$ cat src/rtl/cpu_run_monitor.sv
// ---------------------------------------------------------------------------
// cpu_run_monitor
// Run controller and monitor for the pipelined CPU. On a start request it
// holds the CPU in reset for RST_CYCLES edges, then lets it run. While it
// runs, the block counts cycles, retired instructions and taken branches.
// It stops the run on end-of-program, on a self-loop halt or on a timeout.
// After that the CPU is frozen in reset and the counters are held for
// readout.
//
// Ports
//   clk           in   system clock, rising edge
//   rst           in   asynchronous active-high reset
//   start         in   one-cycle run request (sampled in IDLE / DONE only)
//   pc            in   current fetch PC from the CPU
//   retire_valid  in   one instruction retired this cycle
//   branch_taken  in   a branch/jump redirected fetch this cycle
//   cpu_rst       out  active-high reset to the CPU
//   running       out  high while in RUN
//   done          out  high while in DONE
//   status        out  00 none, 01 end-of-program, 10 self-loop, 11 timeout
//   cycle_count   out  RUN cycles elapsed
//   retire_count  out  retired instructions
//   branch_count  out  taken branches
//   last_pc       out  PC registered on the previous RUN cycle
// ---------------------------------------------------------------------------
module cpu_run_monitor #(
    parameter int unsigned           ADDR_W          = 32,
    parameter logic [ADDR_W-1:0]     MAX_INSTR_ADDR  = ADDR_W'(32'h90),
    parameter int unsigned           RST_CYCLES      = 2,
    parameter int unsigned           SELF_LOOP_LIMIT = 8,
    parameter int unsigned           TIMEOUT         = 4096,
    parameter int unsigned           CNT_W           = 32
) (
    input  logic              clk,
    input  logic              rst,
    input  logic              start,
    input  logic [ADDR_W-1:0] pc,
    input  logic              retire_valid,
    input  logic              branch_taken,
    output logic              cpu_rst,
    output logic              running,
    output logic              done,
    output logic [1:0]        status,
    output logic [CNT_W-1:0]  cycle_count,
    output logic [CNT_W-1:0]  retire_count,
    output logic [CNT_W-1:0]  branch_count,
    output logic [ADDR_W-1:0] last_pc
);

    localparam int unsigned RST_CNT_W = (RST_CYCLES > 1) ? $clog2(RST_CYCLES) : 1;
    localparam int unsigned LOOP_W    = $clog2(SELF_LOOP_LIMIT + 1);

    localparam logic [RST_CNT_W-1:0] RST_LAST   = RST_CNT_W'(RST_CYCLES - 1);
    localparam logic [LOOP_W-1:0]    LOOP_LIMIT = LOOP_W'(SELF_LOOP_LIMIT);
    localparam logic [CNT_W-1:0]     TIMEOUT_C  = CNT_W'(TIMEOUT);

    localparam logic [1:0] ST_NONE = 2'b00;
    localparam logic [1:0] ST_EOP  = 2'b01;
    localparam logic [1:0] ST_LOOP = 2'b10;
    localparam logic [1:0] ST_TMO  = 2'b11;

    typedef enum logic [1:0] {
        S_IDLE  = 2'b00,
        S_RESET = 2'b01,
        S_RUN   = 2'b10,
        S_DONE  = 2'b11
    } state_e;

    state_e state_q, state_d;

    logic [RST_CNT_W-1:0] rst_cnt_q,  rst_cnt_d;
    logic [LOOP_W-1:0]    loop_cnt_q, loop_cnt_d;
    logic                 pc_valid_q, pc_valid_d;
    logic [CNT_W-1:0]     cycle_q,    cycle_d;
    logic [CNT_W-1:0]     retire_q,   retire_d;
    logic [CNT_W-1:0]     branch_q,   branch_d;
    logic [ADDR_W-1:0]    last_pc_q,  last_pc_d;
    logic [1:0]           status_q,   status_d;
    logic                 cpu_rst_q,  cpu_rst_d;
    logic                 running_q,  running_d;
    logic                 done_q,     done_d;

    // Termination evaluation on this cycle's inputs
    logic [CNT_W-1:0]  cycle_inc;
    logic [LOOP_W-1:0] loop_inc;
    logic              hit_eop;
    logic              hit_loop;
    logic              hit_tmo;
    logic              term;
    logic [1:0]        cause;

    function automatic logic [CNT_W-1:0] sat_inc(input logic [CNT_W-1:0] v);
        return (&v) ? v : v + CNT_W'(1);
    endfunction

    // Next counter values and stop conditions, as if this were a RUN cycle
    always_comb begin
        cycle_inc = sat_inc(cycle_q);
        loop_inc  = '0;
        if (pc_valid_q && (pc == last_pc_q)) begin
            loop_inc = (&loop_cnt_q) ? loop_cnt_q : loop_cnt_q + LOOP_W'(1);
        end
        hit_eop  = (pc >= MAX_INSTR_ADDR);
        hit_loop = (loop_inc == LOOP_LIMIT);
        hit_tmo  = (cycle_inc == TIMEOUT_C);
        term     = hit_eop | hit_loop | hit_tmo;
        if (hit_eop) begin
            cause = ST_EOP;
        end else if (hit_loop) begin
            cause = ST_LOOP;
        end else if (hit_tmo) begin
            cause = ST_TMO;
        end else begin
            cause = ST_NONE;
        end
    end

    // State register
    always_ff @(posedge clk or posedge rst) begin
        if (rst) begin
            state_q <= S_IDLE;
        end else begin
            state_q <= state_d;
        end
    end

    // Next-state logic
    always_comb begin
        state_d = state_q;
        case (state_q)
            S_IDLE:  if (start) state_d = S_RESET;
            S_RESET: if (rst_cnt_q == RST_LAST) state_d = S_RUN;
            S_RUN:   if (term) state_d = S_DONE;
            S_DONE:  if (start) state_d = S_RESET;
            default: state_d = S_IDLE;
        endcase
    end

    // Output and datapath next values
    always_comb begin
        rst_cnt_d  = '0;
        loop_cnt_d = loop_cnt_q;
        pc_valid_d = pc_valid_q;
        cycle_d    = cycle_q;
        retire_d   = retire_q;
        branch_d   = branch_q;
        last_pc_d  = last_pc_q;
        status_d   = status_q;
        // Control outputs follow the state being entered so they are registered
        cpu_rst_d  = (state_d != S_RUN);
        running_d  = (state_d == S_RUN);
        done_d     = (state_d == S_DONE);

        case (state_q)
            S_IDLE, S_DONE: begin
                if (start) begin
                    loop_cnt_d = '0;
                    pc_valid_d = 1'b0;
                    cycle_d    = '0;
                    retire_d   = '0;
                    branch_d   = '0;
                    status_d   = ST_NONE;
                end
            end
            S_RESET: begin
                if (rst_cnt_q != RST_LAST) begin
                    rst_cnt_d = rst_cnt_q + RST_CNT_W'(1);
                end
            end
            S_RUN: begin
                cycle_d    = cycle_inc;
                retire_d   = retire_valid ? sat_inc(retire_q) : retire_q;
                branch_d   = branch_taken ? sat_inc(branch_q) : branch_q;
                last_pc_d  = pc;
                pc_valid_d = 1'b1;
                loop_cnt_d = loop_inc;
                if (term) begin
                    status_d = cause;
                end
            end
            default: begin
            end
        endcase
    end

    // Datapath and output registers
    always_ff @(posedge clk or posedge rst) begin
        if (rst) begin
            rst_cnt_q  <= '0;
            loop_cnt_q <= '0;
            pc_valid_q <= 1'b0;
            cycle_q    <= '0;
            retire_q   <= '0;
            branch_q   <= '0;
            last_pc_q  <= '0;
            status_q   <= ST_NONE;
            cpu_rst_q  <= 1'b1;
            running_q  <= 1'b0;
            done_q     <= 1'b0;
        end else begin
            rst_cnt_q  <= rst_cnt_d;
            loop_cnt_q <= loop_cnt_d;
            pc_valid_q <= pc_valid_d;
            cycle_q    <= cycle_d;
            retire_q   <= retire_d;
            branch_q   <= branch_d;
            last_pc_q  <= last_pc_d;
            status_q   <= status_d;
            cpu_rst_q  <= cpu_rst_d;
            running_q  <= running_d;
            done_q     <= done_d;
        end
    end

    assign cpu_rst      = cpu_rst_q;
    assign running      = running_q;
    assign done         = done_q;
    assign status       = status_q;
    assign cycle_count  = cycle_q;
    assign retire_count = retire_q;
    assign branch_count = branch_q;
    assign last_pc      = last_pc_q;

endmodule

$ cat config.mk
export PLATFORM = sky130hd
export DESIGN_NAME = cpu_run_monitor
export DESIGN_NICKNAME = d
export VERILOG_FILES = /design/src/rtl/cpu_run_monitor.sv
export SDC_FILE = /design/constraint.sdc
export NUM_CORES = 1
export LEC_CHECK = 0
export BUFFER_PORTS_ARGS = -buffer_cell sky130_fd_sc_hd__buf_4
export CAP_MARGIN = 20
export CELL_PAD_IN_SITES_DETAIL_PLACEMENT = 2
export CELL_PAD_IN_SITES_GLOBAL_PLACEMENT = 2
export CORE_MARGIN = 1
export CORE_UTILIZATION = 30
export CTS_CLUSTER_DIAMETER = 50
export DETAILED_ROUTE_END_ITERATION = 8
export GPL_ROUTABILITY_DRIVEN = 0
export PLACE_DENSITY_LB_ADDON = 0.25
export RECOVER_POWER = 50
export SLEW_MARGIN = 20
export SYNTH_ARGS = -nofsm -noshare
export SYNTH_HDL_FRONTEND = slang
export SYNTH_SLANG_ARGS = --single-unit
$ cat constraint.sdc
create_clock -name clk -period 3.81 [get_ports clk]
set_input_delay 0.381 -clock clk [delete_from_list [all_inputs] [get_ports clk]]
set_output_delay 0.381 -clock clk [all_outputs]
set_load 0.05 [all_outputs]
# After elaboration in Yosys (flattened, before gate mapping)
# Cells that the tools add are included.
# word_totals
regBits	141
input_bits	37
out_inout_bits	133
# classes
addsub	5
magnitude_cmp	1
n_eq_ne	15
mux	27
bitwise_logic	2
n_reduce_logical	12
# op_table
cell	count
$mux 32	6
$pmux 32 s2	3
$add 32x1->32 const B	3
$reduce_and 32->1	3
$eq 32x13->1 const B	1
$eq 32x32->1	1
$ge 32x8->1 const B	1
$mux 2	8
$mux 4	3
$ne 2x2->1 const B	6
$reduce_and 4->1	3
$eq 2x2->1 const B	4
$pmux 4 s2	1
$pmux 2 s3	1
$add 4x1->4 const B	1
$eq 4x4->1 const B	1
$pmux 2 s2	1
$mux 1	3
$reduce_and 3->1	1
$eq 2x1->1 const B	1
$logic_not 2->1	1
$ne 2x1->1 const B	1
$or 1x1->1	2
$pmux 1 s2	1
other kinds (5)	5

# Logic depth before layout (Yosys ltp)
# depth
word_depth	9
ltp_mapped	12

# Worst setup path before layout
# No wires, ideal clock.
# synth_timing
path_type	register to register
start	reg cycle_q[0] (netlist: cycle_count[0])
end	reg running_q (netlist: running)
setup_time_ns	0.120
arrival_ns	3.321
t_required_ns	3.690
slack_ns	0.369
path_stages_with_launch	12
n_path_buf	1
period_less_slack_ns	3.441
path_cell_list	dfrtp_1 -> ha_1 -> nand3_2 -> or3_4 -> nor4_4 -> buf_6 -> nor3_2 -> or3_1 -> a221o_1 -> nor4_4 -> o21ai_2 -> and3_1
# synth_via
elab_chain_len	7
word_cells_on_any_way	8
# synth_lines
element	line_no	source
from (decl)	74	logic [CNT_W-1:0] cycle_q, cycle_d;
from (signal assigned)	204	cycle_q <= cycle_d;
$add 32x1->32 or $reduce_and 32->1 (tied branches)	93	return (&v) ? v : v + CNT_W'(1);
$mux 32 (*)	93	
$eq 32x13->1 (*)	105	hit_tmo = (cycle_inc == TIMEOUT_C);
$or 1x1->1 (*)	106	term = hit_eop | hit_loop | hit_tmo;
$mux 2 (*)	133	S_RUN: if (term) state_d = S_DONE;
$pmux 2 s3 (*)	130	case (state_q)
$eq 2x2->1 (*)	151	running_d = (state_d == S_RUN);
named net running_d	80	logic running_q, running_d;
to (signal assigned)	210	running_q <= running_d;
to (decl)	80	
# Mark *: on every way through the listed nets, which the timed path passes. The rest lies on a longest branch.
# A chain may end at the register's enable or synchronous reset.

# Final worst setup path
# Ends and elaborated chain as after synthesis.

==> results.sh <==
export IMPL_synth_edf_count=0
export IMPL_start_util_pct=30.8
export IMPL_async_flop_share_pct=100
export IMPL_yosysTopAreaCell="dfrtp_1"
export IMPL_endpoint_kind="register"
export IMPL_antenna_found_initial=0
export IMPL_path_cells="ha_1 -> nand3_2 -> buf_4 -> nor4_2 -> buf_4 -> o2111a_1 -> xnor2_1 -> nand3_1 -> a221o_1 -> nor4_4 -> o21ai_2 -> and3_1"
export IMPL_required_ns=4.12
export IMPL_syn_area_um2=8070
export IMPL_h_tree_depth=4
export IMPL_drv_slew=97
export IMPL_vdd_drop_max_mv=0.401
export IMPL_drt_total_wl_mm=27.4
export IMPL_clk_latency_ns=0.43
export IMPL_ys_flop_type="dfrtp_1"
export IMPL_ys_warn_count=0
export IMPL_design_portCount=170
export IMPL_grt_pass1_vias=7840
export IMPL_p_per_area_nw_per_um2=636
export IMPL_drt_iter0_drc=377
export IMPL_leakage_nw=4.22
export IMPL_grt_max_degree=61
export IMPL_post_route_min_period_ns=3.47
export IMPL_worst_pin_slew_ns=1.59
export IMPL_die_w_um=166
export IMPL_row_count=59
export IMPL_grt_first_pass_wirelength_mm=44.7
export IMPL_drc=11
export IMPL_ys_seq_elements=141
export IMPL_crit_slowest_cell="dfrtp_1"
export IMPL_cts_root_buf="clkbuf_16"
export IMPL_overflow=0
export IMPL_vias_per_cell=5.27
export IMPL_cts_buffers=17
export IMPL_r2r_end="running"
export IMPL_setup_viol=0
export IMPL_fin_skew_ns=0.0119
export IMPL_finalHoldViolCount=0
export IMPL_yosys_top_cells_area="dfrtp_1, xnor2_1, xor2_1"
export IMPL_worstPathArrival_ns=3.78
export IMPL_worstSetupStartpointType="register"
export IMPL_reg2regPathDepth=12
export IMPL_avgRoutedWirePerCell_um=19.9
export IMPL_hp_class="input port to register"
export IMPL_io_buffer_count=169
export IMPL_crit_path_start="cycle_count[0]"
export IMPL_max_slew_margin_pct=-6.71
export IMPL_cp_common_cell="buf_4"
export IMPL_yosys_top_cells_count="dfrtp_1, nor2_1, nand2_1"
export IMPL_cts_num_sinks=141
export IMPL_r2r_slack_ns=0.34
export IMPL_avgSynthCellArea_um2=9.35
export IMPL_final_util_pct=38.4
export IMPL_synth_cells=863
export IMPL_nNetsFinal=1076
export IMPL_cap_violations=3
export IMPL_final_period_utilization_pct=91.2
export IMPL_drt_first_pass_iters=7
export IMPL_status="finished, violations left"
export IMPL_crit_type="register to register"
export IMPL_yosysMostFrequentCell="dfrtp_1"
export IMPL_max_freq_ghz=0.288
export IMPL_cts_max_path_buffers=2
export IMPL_antenna_left=0
export IMPL_synth_cell_types=67
export IMPL_yosysSeqAreaShare_pct=43.8
export IMPL_slowest_delay_ns=0.48
export IMPL_core_um2=26200
export IMPL_place_hpwl_mm=20.2
export IMPL_vias=7278
export IMPL_violations="DRC, capacitance limit, slew limit"
export IMPL_endpoint="running"
export IMPL_track_usage_pct=20.3
export IMPL_path_clk_slew_ns=0.07
export IMPL_cts_tree="built"
export IMPL_dieArea_um2=27600
export IMPL_worstPathMaxFanout=8
export IMPL_syn2layout_area_growth_pct=24.7
export IMPL_r2r_start="cycle_count[0]"
export IMPL_antennaDiodeCount=0
export IMPL_syn_nets=906
export IMPL_setup_tns_ns=0
export IMPL_drive_gt1_share_pct=21.0
export IMPL_post_cts_resized=0
export IMPL_die_y_um=166
export IMPL_rsz0062_at_grt="no"
export IMPL_synth_top_area_share_pct=43.4
## layout by cell type, fill, tap and decap left out, types with 13 or more instances in the layout
cell type  count
a21oi_1       27
nor2_1        95
nand2_1       87
dfrtp_1      140
clkbuf_1      67
o21ai_0       50
buf_4        124
xnor2_1       50
clkbuf_16     17
nor3_1        13
nand4_1       40
mux2_2        34
xor2_1        50
nor4_1        19
nand3_1       48
and3_1        13
## cell families (layout without fill, tap and decap cells)
family | count (synthesis) | in the layout | synth area share (%)
simple gates | 390 | 390 | 25.3
flops | 141 | 141 | 43.8
compound gates | 135 | 135 | 10.5
xor+xnor | 100 | 100 | 10.9
buf+inv | 54 | 237 | 3.55
mux | 37 | 37 | 5.12
fa+ha+maj | 6 | 6 | 0.930
## critical path, delay by kind of cell, from the launching register on
family,cells,cell delay [ns]
simple gates,5,1.18
compound gates,3,0.83
flops,1,0.48
buf+inv,2,0.41
fa+ha+maj,1,0.32
xor+xnor,1,0.15
## stage by stage
| step | instances | setup slack [ns] | power (mW) | area [µm²] | hold slack, ns |
|---|---|---|---|---|---|
| 5_1_grt | 1381 | 0.120 | 6.72 | 10100 | 0.196 |
| 2_1_floorplan | 863 | 0.369 | 3.93 | 8070 | 0.396 |
| 4_1_cts | 1379 | 0.165 | 6.66 | 10300 | 0.123 |
| 3_5_place_dp | 1347 | 0.205 | 4.90 | 9710 | 0.428 |
| 6_report | 1381 | 0.337 | 6.39 | 10100 | 0.204 |
| 3_3_place_gp | 1347 | 0.343 | 4.84 | 9710 | 0.413 |
## worst min path at each step
| stage | from | end | slack, ns | cells after the start |
|---|---|---|---|---|
| 2_1_floorplan | rst_cnt_q | rst_cnt_q | 0.40 | 1 |
| 3_3_place_gp | rst_cnt_q | rst_cnt_q | 0.41 | 1 |
| 3_5_place_dp | rst_cnt_q | rst_cnt_q | 0.43 | 1 |
| 4_1_cts | rst | last_pc[18] | 0.12 | 2 |
| 5_1_grt | pc[2] | last_pc[2] | 0.20 | 2 |
| 6_report | pc[2] | last_pc[2] | 0.20 | 2 |
## where the power goes
part           switching, mW  leakage, nW  internal, mW  total (mW)
sequential             0.245         1.88          1.75        2.00
combinational           1.89         2.04         0.773        2.67
clock                  0.787        0.298         0.941        1.73
## flip-flops by register name, indices dropped and copies added (netlist names)
name / count
rst_cnt_q: 1
loop_cnt_q: 4
status: 2
retire_count: 32
branch_count: 32
running: 1
last_pc: 32
cpu_rst: 1
cycle_count: 32
state_q: 2
done: 1
pc_valid_q: 1
## cell type report
cell class / count / area (µm²)
Fill cell: 2901 / 16100
Multi-Input combinational cell: 668 / 4270
Sequential cell: 141 / 3530
Timing Repair Buffer: 193 / 1190
Clock buffer: 17 / 425
Tap cell: 335 / 419
Clock inverter: 15 / 176
Inverter: 12 / 46.3
## per-layer routing
layer / vias to the layer above / GRT usage, % / routed length [µm]
met5: - / 0 / 0
met4: 0 / 5.81 / 429
met3: 23 / 3.19 / 945
met2: 145 / 34.5 / 13200
met1: 3698 / 26.7 / 12800
li1: 3412 / - / -
## timing repair
| item | CTS | global route |
|---|---|---|
| hold buffers | 0 | 0 |
| endpoints found under the setup margin | 0 | 1 |
| setup buffers | 0 | 2 |
No activity file was read; power rests on OpenSTA's default activity.
